## src/rtl/ysyx_25060170_hazard_ctrl_pkg.sv

```systemverilog
// Shared definitions for the pipeline hazard controller.
// Includes the register-address width, the FSM state encoding and the control bundle type.
package ysyx_25060170_hazard_ctrl_pkg;

    localparam int REGADDR_W = 5;

    localparam logic [1:0] ysyx_25060170_HZ_S_RUN     = 2'd0;
    localparam logic [1:0] ysyx_25060170_HZ_S_EXBUSY  = 2'd1;
    localparam logic [1:0] ysyx_25060170_HZ_S_MEMWAIT = 2'd2;
    localparam logic [1:0] ysyx_25060170_HZ_S_DRAIN   = 2'd3;

    typedef struct packed {
        logic pc_hold;
        logic ifid_hold;
        logic idex_hold;
        logic exls_hold;
        logic id_flush;
        logic ie_flush;
        logic ls_flush;
    } hz_ctrl_t;

endpackage

```

## src/rtl/ysyx_25060170_sat_cnt.sv

```systemverilog
// Saturating up-counter: adds one per cycle while inc is high.
// Once it reaches all-ones it stays there until reset.
module ysyx_25060170_sat_cnt #(
    parameter int W = 32
) (
    input  logic         clk,
    input  logic         rst_n,
    input  logic         inc,
    output logic [W-1:0] cnt
);

    // NOTE: sequential state is updated with <= so every flop samples pre-edge values.
    always_ff @(posedge clk or negedge rst_n) begin
        if (!rst_n) begin
            cnt <= '0;
        end else if (inc && (cnt != '1)) begin
            cnt <= cnt + 1'b1;
        end
    end

endmodule

```

## src/rtl/ysyx_25060170_hazard_ctrl.sv

```systemverilog
// Central hold/flush control for the 5-stage pipeline.
// Covers load-use, EX busy, LS wait, redirect, trap drain, and the stall/flush counters.
module ysyx_25060170_hazard_ctrl
    import ysyx_25060170_hazard_ctrl_pkg::*;
#(
    parameter int DRAIN_CYCLES = 2,
    parameter int CNT_W        = 32
) (
    input  logic                 clk,
    input  logic                 rst_n,
    input  logic [REGADDR_W-1:0] id_rs1_addr,
    input  logic [REGADDR_W-1:0] id_rs2_addr,
    input  logic                 id_rs1_ren,
    input  logic                 id_rs2_ren,
    input  logic [REGADDR_W-1:0] ex_rd_addr,
    input  logic                 ex_rd_ena,
    input  logic                 ex_load_flag,
    input  logic                 ex_busy,
    input  logic                 ex_redirect,
    input  logic                 ls_mem_wait,
    input  logic                 ls_trap,
    output logic                 pc_hold,
    output logic                 ifid_hold,
    output logic                 idex_hold,
    output logic                 exls_hold,
    output logic                 id_flush,
    output logic                 ie_flush,
    output logic                 ls_flush,
    output logic [CNT_W-1:0]     stall_cnt,
    output logic [CNT_W-1:0]     flush_cnt
);

    localparam logic [2:0] DRAIN_LOAD = 3'(DRAIN_CYCLES - 1);

    logic [1:0] state, state_nxt;
    logic [2:0] drain_cnt, drain_nxt;
    hz_ctrl_t   ctrl;
    logic       load_use;

    assign load_use = ex_load_flag & ex_rd_ena & (ex_rd_addr != '0) &
                      ((id_rs1_ren & (id_rs1_addr == ex_rd_addr)) |
                       (id_rs2_ren & (id_rs2_addr == ex_rd_addr)));

    // NOTE: every always_comb output gets a default first, so no path can infer a latch.
    always_comb begin
        ctrl      = '0;
        state_nxt = ysyx_25060170_HZ_S_RUN;
        drain_nxt = drain_cnt;
        if (state == ysyx_25060170_HZ_S_DRAIN) begin
            ctrl.ls_flush = 1'b1;
            state_nxt     = ysyx_25060170_HZ_S_DRAIN;
            if (ls_trap) begin
                drain_nxt = DRAIN_LOAD;
            end else if (drain_cnt == 3'd0) begin
                state_nxt = ysyx_25060170_HZ_S_RUN;
            end else begin
                drain_nxt = drain_cnt - 3'd1;
            end
        end else if (ls_trap) begin
            ctrl.ls_flush = 1'b1;
            state_nxt     = ysyx_25060170_HZ_S_DRAIN;
            drain_nxt     = DRAIN_LOAD;
        end else if (ls_mem_wait) begin
            ctrl.pc_hold   = 1'b1;
            ctrl.ifid_hold = 1'b1;
            ctrl.idex_hold = 1'b1;
            ctrl.exls_hold = 1'b1;
            state_nxt      = (state == ysyx_25060170_HZ_S_EXBUSY) ? ysyx_25060170_HZ_S_EXBUSY
                                                                  : ysyx_25060170_HZ_S_MEMWAIT;
        end else if (ex_busy) begin
            // A busy EX swallows any redirect or load-use: the front end is frozen anyway.
            ctrl.pc_hold   = 1'b1;
            ctrl.ifid_hold = 1'b1;
            ctrl.idex_hold = 1'b1;
            state_nxt      = ysyx_25060170_HZ_S_EXBUSY;
        end else if (ex_redirect) begin
            ctrl.ie_flush = 1'b1;
        end else if (load_use) begin
            ctrl.pc_hold   = 1'b1;
            ctrl.ifid_hold = 1'b1;
            ctrl.id_flush  = 1'b1;
        end
    end

    always_ff @(posedge clk or negedge rst_n) begin
        if (!rst_n) begin
            state     <= ysyx_25060170_HZ_S_RUN;
            drain_cnt <= 3'd0;
        end else begin
            state     <= state_nxt;
            drain_cnt <= drain_nxt;
        end
    end

    // Outputs are forced quiet while reset is asserted, independent of the inputs.
    assign pc_hold   = rst_n & ctrl.pc_hold;
    assign ifid_hold = rst_n & ctrl.ifid_hold;
    assign idex_hold = rst_n & ctrl.idex_hold;
    assign exls_hold = rst_n & ctrl.exls_hold;
    assign id_flush  = rst_n & ctrl.id_flush;
    assign ie_flush  = rst_n & ctrl.ie_flush;
    assign ls_flush  = rst_n & ctrl.ls_flush;

    ysyx_25060170_sat_cnt #(.W(CNT_W)) u_stall_cnt (
        .clk   (clk),
        .rst_n (rst_n),
        .inc   (pc_hold),
        .cnt   (stall_cnt)
    );

    ysyx_25060170_sat_cnt #(.W(CNT_W)) u_flush_cnt (
        .clk   (clk),
        .rst_n (rst_n),
        .inc   (id_flush | ie_flush | ls_flush),
        .cnt   (flush_cnt)
    );

endmodule

```

## config.mk

```make
export PLATFORM = sky130hd
export DESIGN_NAME = ysyx_25060170_hazard_ctrl
export DESIGN_NICKNAME = d
export VERILOG_FILES = /design/src/rtl/ysyx_25060170_hazard_ctrl_pkg.sv /design/src/rtl/ysyx_25060170_sat_cnt.sv /design/src/rtl/ysyx_25060170_hazard_ctrl.sv
export SDC_FILE = /design/constraint.sdc
export NUM_CORES = 1
export LEC_CHECK = 0
export CAP_MARGIN = 10
export CORE_UTILIZATION = 43
export DETAILED_ROUTE_END_ITERATION = 10
export PLACE_DENSITY = 0.76
export SKIP_CTS_REPAIR_TIMING = 1
export SYNTH_ARGS = -nofsm -noshare
export SYNTH_HDL_FRONTEND = slang
export SYNTH_SLANG_ARGS = --single-unit
```

## constraint.sdc

```tcl
create_clock -name clk -period 2.41 [get_ports clk]
set_clock_uncertainty 0.1 [all_clocks]
set_input_delay 0.482 -clock clk [delete_from_list [all_inputs] [get_ports clk]]
set_output_delay 0.482 -clock clk [all_outputs]
set_load 0.05 [all_outputs]
```

==> flow_summary.yaml, run 1 <==
final_layout:
  stdcell_area_sq_um: 5180
  layout.nets: 493
  layout-drive-gt1-share: 0.239
  antennaDiodeCount: 0
  multi_input_area_sq_um: 1800
  final_util: 0.671
  layout-area-overhead-vs-synth_pct: 50.1
  seq_area_sq_um: 1750
  fillers: 614
critical_path:
  cp-end-kind: "output pin"
  crit_type: "primary input to output pin"
  cp_data_required_time_ns: 1.83
  crit_arrival_ns: 1.82
  path_max_fanout: 2
  setup.worst_path.start_class: "primary input"
synthesis:
  ys.flop_type: "dfrtp_1"
  synthAdderAreaFrac: 0.0145
  yosys_warnings: 0
  postSynthAreaPerCell_sq_um: 10.5
  async_reset_ff_frac: 1.00
  synthSimpleGateAreaFrac: 0.248
  synthMuxAreaShare: 0.0141
  synth_top_family_by_area: "simple AND/OR/NAND/NOR gates"
  yosys-top-cells-count: "dfrtp_1, xnor2_1, nand2_1"
  synth_xor_area_frac: 0.180
  seq_area_frac_synth: 0.500
  synth-seq-cells: 69
  netlist_area_sq_um: 3450
  synth_edf_count: 0
  yosys-top-cells-area: "dfrtp_1, xnor2_1, xor2_1"
  yosysUniqueCellTypes: 42
  synth_top_area_frac: 0.500
  netlist_instances: 329
  synth.largest_area_cell: "dfrtp_1"
  synth_compound_area_frac: 0.0283
  syn_nets: 358
  yosysMostFrequentCell: "dfrtp_1"
floorplan:
  io_pins: 96
  rows: 32
  dieArea_sq_um: 8390
  start_util: 0.447
  die_height_um: 91.6
  die_w_um: 91.6
  coreArea_sq_um: 7730
timing:
  slew_headroom: 0.461
  worst_pin_slew_ns: 0.808
  finalSetupViolCount: 0
  fin_ws_ns: 0.0114
  fin_crit_ns: 2.40
  fmax_ghz: 0.417
  hold_viol_final: 0
  post-route-period-util: 0.995
  drv_slew: 0
clock_tree:
  root_buffer: "clkbuf_8"
  cts_max_level: 3
  cts_tree: "done"
  cts_sinks: 69
  cts_made_buffers: 9
  clk_latency_ns: 0.34
  clock_path_buffers: 2
  path_clk_slew_ns: 0.09
status:
  outcome: "complete, no violations"
hold_path:
  hp-class: "primary input to async pin"
global_routing:
  grt_pass1_vias: 2809
  grt_max_degree: 66
  grt_usage: 0.202
  grt_antenna_before_repair: 0
  grt.overflow.total: 0
  grt_pass1_wl_mm: 13.5
routing:
  vias: 2963
  drt_iter0_drc: 148
  drc: 0
  wl_per_cell_um: 14.8
  first_pass_iters: 4
  wl_mm: 8.44
  drtAntennaViolNets: 0
  via_per_inst: 5.19
placement:
  portBuffers: 95
  hpwl_mm: 6.22
  place_ws_ns: -0.443
  globalplace.congestion: 0.813
  place_area_sq_um: 4870
power_and_ir_drop:
  vdd_drop_max_mv: 0.685
  powerDensity_nw_per_um2: 685
  power.leakage_nw: 2.34
job:
  drv_cap: 0
[routing by layer]
layer,track usage,routed length [um]
met1,0.268,3730
met2,0.329,4140
met3,0.0348,425
met4,0.0794,137
met5,0,0
[report_power, final]
part | switching (W) | leakage [nW] | internal (W) | total, W
Clock | 0.000455 | 0.0996 | 0.000481 | 0.000936
Sequential | 0.000153 | 0.907 | 0.00128 | 0.00143
Combinational | 0.000684 | 1.34 | 0.000501 | 0.00118
[cell type report]
type | instances | area share
clock inverters | 7 | 0.0142
repair buffers | 129 | 0.249
inverters | 5 | 0.00362
well taps | 102 | 0.0246
multi-input cells | 250 | 0.347
flip-flops and latches | 69 | 0.337
clock buffers | 9 | 0.0239
[worst paths after layout]
kind / from / end / slack (ns) / depth (start not counted)
min: rst_n / u_flush_cnt.cnt[25] / 0.26 / 2
max in group asynchronous: rst_n / u_stall_cnt.cnt[28] / 1.34 / 2
max reg2reg: u_stall_cnt.cnt[29] / u_stall_cnt.cnt[23] / 0.07 / 8
min in group clk: u_stall_cnt.cnt[10] / u_stall_cnt.cnt[10] / 0.38 / 1
min reg2reg: u_stall_cnt.cnt[10] / u_stall_cnt.cnt[10] / 0.38 / 1
max: id_rs1_ren / pc_hold / 0.01 / 7
[cells in the final DEF, fill, tap and decap left out, drive strengths merged, types with 4 or more instances in the layout]
cell | netlist | routed
inv | 5 | 6
and4 | 7 | 7
buf | 4 | 41
xor2 | 19 | 19
clkdlybuf4s50 | 0 | 68
nand4 | 20 | 20
nand2 | 35 | 35
clkbuf | 1 | 15
clkinv | 0 | 4
nand3 | 28 | 28
and3 | 19 | 19
dfrtp | 69 | 69
nor3 | 5 | 5
dlymetal6s2s | 0 | 13
mux2 | 4 | 4
and2 | 6 | 6
xnor2 | 52 | 52
ha | 4 | 4
nor2 | 26 | 26
[kinds of logic after synthesis]
family | Yosys count
mux | 4
xor+xnor | 71
flops | 69
buf+inv | 10
compound gates | 13
fa+ha+maj | 4
simple gates | 158
[per-stage QoR]
| stage | power [W] | hold WS [ns] | setup TNS [ns] | instances |
|---|---|---|---|---|
| after floorplan | 0.00213 | 0.0864 | -0.0347 | 329 |
| after global placement | 0.00257 | 0.339 | -16.19 | 552 |
| after detailed placement | 0.00259 | 0.340 | -20.64 | 552 |
| after CTS | 0.00354 | -0.0283 | -1.91 | 568 |
| after global routing | 0.00370 | 0.354 | -0.281 | 571 |
| final | 0.00355 | 0.255 | 0 | 571 |
[state kept, by name, indices dropped and copies added, names as in the netlist]
name	cells
drain_cnt	3
u_stall_cnt.cnt	32
u_flush_cnt.cnt	32
state	2
[worst max-delay path, stage by stage]
cell and delay (ns):
clkdlybuf4s50_1 0.45, nand2_1 0.08, o22ai_2 0.17, nor2b_4 0.23, nor3_4 0.07, nor2_4 0.18
buf_12 0.16
Note: power is estimated with default switching activity, not from simulation.
==> run 2: changes to the inputs <==
--- a/config.mk
+++ b/config.mk
@@ -8,6 +8,7 @@
 export CAP_MARGIN = 10
 export CORE_UTILIZATION = 43
 export DETAILED_ROUTE_END_ITERATION = 10
+export GPL_ROUTABILITY_DRIVEN = 0
 export PLACE_DENSITY = 0.76
 export SKIP_CTS_REPAIR_TIMING = 1
 export SYNTH_ARGS = -nofsm -noshare
==> results of run 2 <==
Same layout as run 1: the final DEF is identical, and so are final timing and power.
==> run 3: changes to the inputs <==
--- a/config.mk
+++ b/config.mk
@@ -10,6 +10,7 @@
 export DETAILED_ROUTE_END_ITERATION = 10
 export GPL_ROUTABILITY_DRIVEN = 0
 export PLACE_DENSITY = 0.76
+export SETUP_SLACK_MARGIN = 0.15
 export SKIP_CTS_REPAIR_TIMING = 1
 export SYNTH_ARGS = -nofsm -noshare
 export SYNTH_HDL_FRONTEND = slang
==> constraint.sdc (replaced) <==
create_clock -name clk -period 2.41 [get_ports clk]
set_clock_uncertainty 0.1 [all_clocks]
set_input_delay 0.3615 -clock clk [delete_from_list [all_inputs] [get_ports clk]]
set_output_delay 0.3615 -clock clk [all_outputs]
set_load 0.05 [all_outputs]
==> flow_summary.yaml, run 3 (synthesis results as in run 1) <==
critical_path:
  path_max_fanout: 5
  setup.worst_path.start_class: "register"
  crit_type: "register to register"
  cp-end-kind: "register"
  crit_arrival_ns: 2.45
  cp_data_required_time_ns: 2.53
routing:
  drc: 0
  first_pass_iters: 4
  wl_per_cell_um: 14.8
  wl_mm: 8.56
  drt_iter0_drc: 83
  via_per_inst: 5.11
  drtAntennaViolNets: 0
  vias: 2954
timing:
  finalSetupViolCount: 0
  drv_slew: 0
  fin_ws_ns: 0.0830
  hold_viol_final: 0
  fin_setup_tns_ns: 0
  fmax_ghz: 0.430
  worst_pin_slew_ns: 0.855
  post-route-period-util: 0.966
  fin_crit_ns: 2.33
  rsz0062_at_grt: "yes"
  slew_headroom: 0.430
final_layout:
  layout.nets: 500
  layout-area-overhead-vs-synth_pct: 56.4
  stdcell_area_sq_um: 5400
  top_regs: "u_flush_cnt.cnt (32), u_stall_cnt.cnt (32), drain_cnt (3)"
  final_cell_mix: "clkdlybuf4s50_1, xnor2_1, dfrtp_1"
  seq_area_sq_um: 1770
  layout-drive-gt1-share: 0.284
  antennaDiodeCount: 0
  mostFrequentLayoutCell: "clkdlybuf4s50_1"
  multi_input_area_sq_um: 1880
  fillers: 589
global_routing:
  grt_antenna_before_repair: 0
  grt_pass1_vias: 2817
  grt_max_degree: 68
  grt_usage: 0.200
  grt.overflow.total: 0
  grt_pass1_wl_mm: 13.4
floorplan:
  dieArea_sq_um: 8390
  rows: 32
  die_w_um: 91.6
  coreArea_sq_um: 7730
  start_util: 0.447
  die_height_um: 91.6
  io_pins: 96
power_and_ir_drop:
  p_clk_frac: 0.254
  vdd_drop_max_mv: 0.685
  p_sw_w: 0.00127
  swShare: 0.357
  powerDensity_nw_per_um2: 660
  comb_power_share: 0.344
  power.leakage_nw: 2.39
  intPower_w: 0.00229
  seq_power_share: 0.402
clock_tree:
  clock_path_buffers: 2
  clk_latency_ns: 0.34
  cts_sinks: 69
  cts_tree: "done"
  root_buffer: "clkbuf_8"
  cts_made_buffers: 9
  cts_max_level: 3
  path_clk_slew_ns: 0.08
status:
  outcome: "complete, no violations"
placement:
  place_ws_ns: -0.334
  place_area_sq_um: 4840
  hpwl_mm: 5.91
  portBuffers: 95
hold_path:
  hp-class: "primary input to async pin"
job:
  drv_cap: 0
run 3: final cells by class:
type,count,share of cell area
multi-input cells,250,0.349
flip-flops and latches,69,0.327
repair buffers,136,0.263
clock buffers,11,0.0243
well taps,102,0.0236
clock inverters,5,0.00973
inverters,5,0.00348
run 3: worst paths after layout:
check	cells after the start	slack (ns)	start	to
worst max-delay path	8	0.08	u_stall_cnt.cnt[1]	u_stall_cnt.cnt[11]
worst min-delay path	2	0.21	rst_n	u_flush_cnt.cnt[26]
worst max register to register	8	0.08	u_stall_cnt.cnt[1]	u_stall_cnt.cnt[11]
worst min register to register	1	0.37	u_flush_cnt.cnt[26]	u_flush_cnt.cnt[26]
max in group asynchronous	2	1.38	rst_n	u_stall_cnt.cnt[1]
min in group clk	3	0.30	ls_trap	drain_cnt[2]
run 3: power by group through the flow:
stage	Clock, W	Combinational [W]	Sequential [W]
floorplan	0	0.000443	0.00170
global placement	0	0.00111	0.00144
detailed placement	0	0.00114	0.00145
CTS	0.000932	0.00114	0.00143
global route	0.000979	0.00131	0.00145
finish	0.000905	0.00123	0.00143
run 3: stage by stage:
step	total power [W]	instances	hold WS, ns	util
after detailed placement	0.00258	542	0.0932	0.626
after CTS	0.00350	558	-0.277	0.650
after floorplan	0.00214	329	-0.0341	-
after global placement	0.00255	542	0.0872	0.626
final	0.00356	578	0.208	0.699
after global routing	0.00374	578	0.276	0.699
run 3: worst max-delay path: stages (launching register included):
cell     delay, ns
dfrtp_2       0.41
ha_4          0.15
nand4_1       0.09
or2_4         0.25
or4b_4        0.54
and3_4        0.23
buf_12        0.13
and3_4        0.16
xor2_1        0.14
run 3: layer usage:
metal	track usage	vias to the layer above	wire length [um]
met3	0.0572	6	389
met5	0	-	0
li1	-	1427	-
met4	0.0556	0	66
met1	0.264	1457	3800
met2	0.323	64	4300
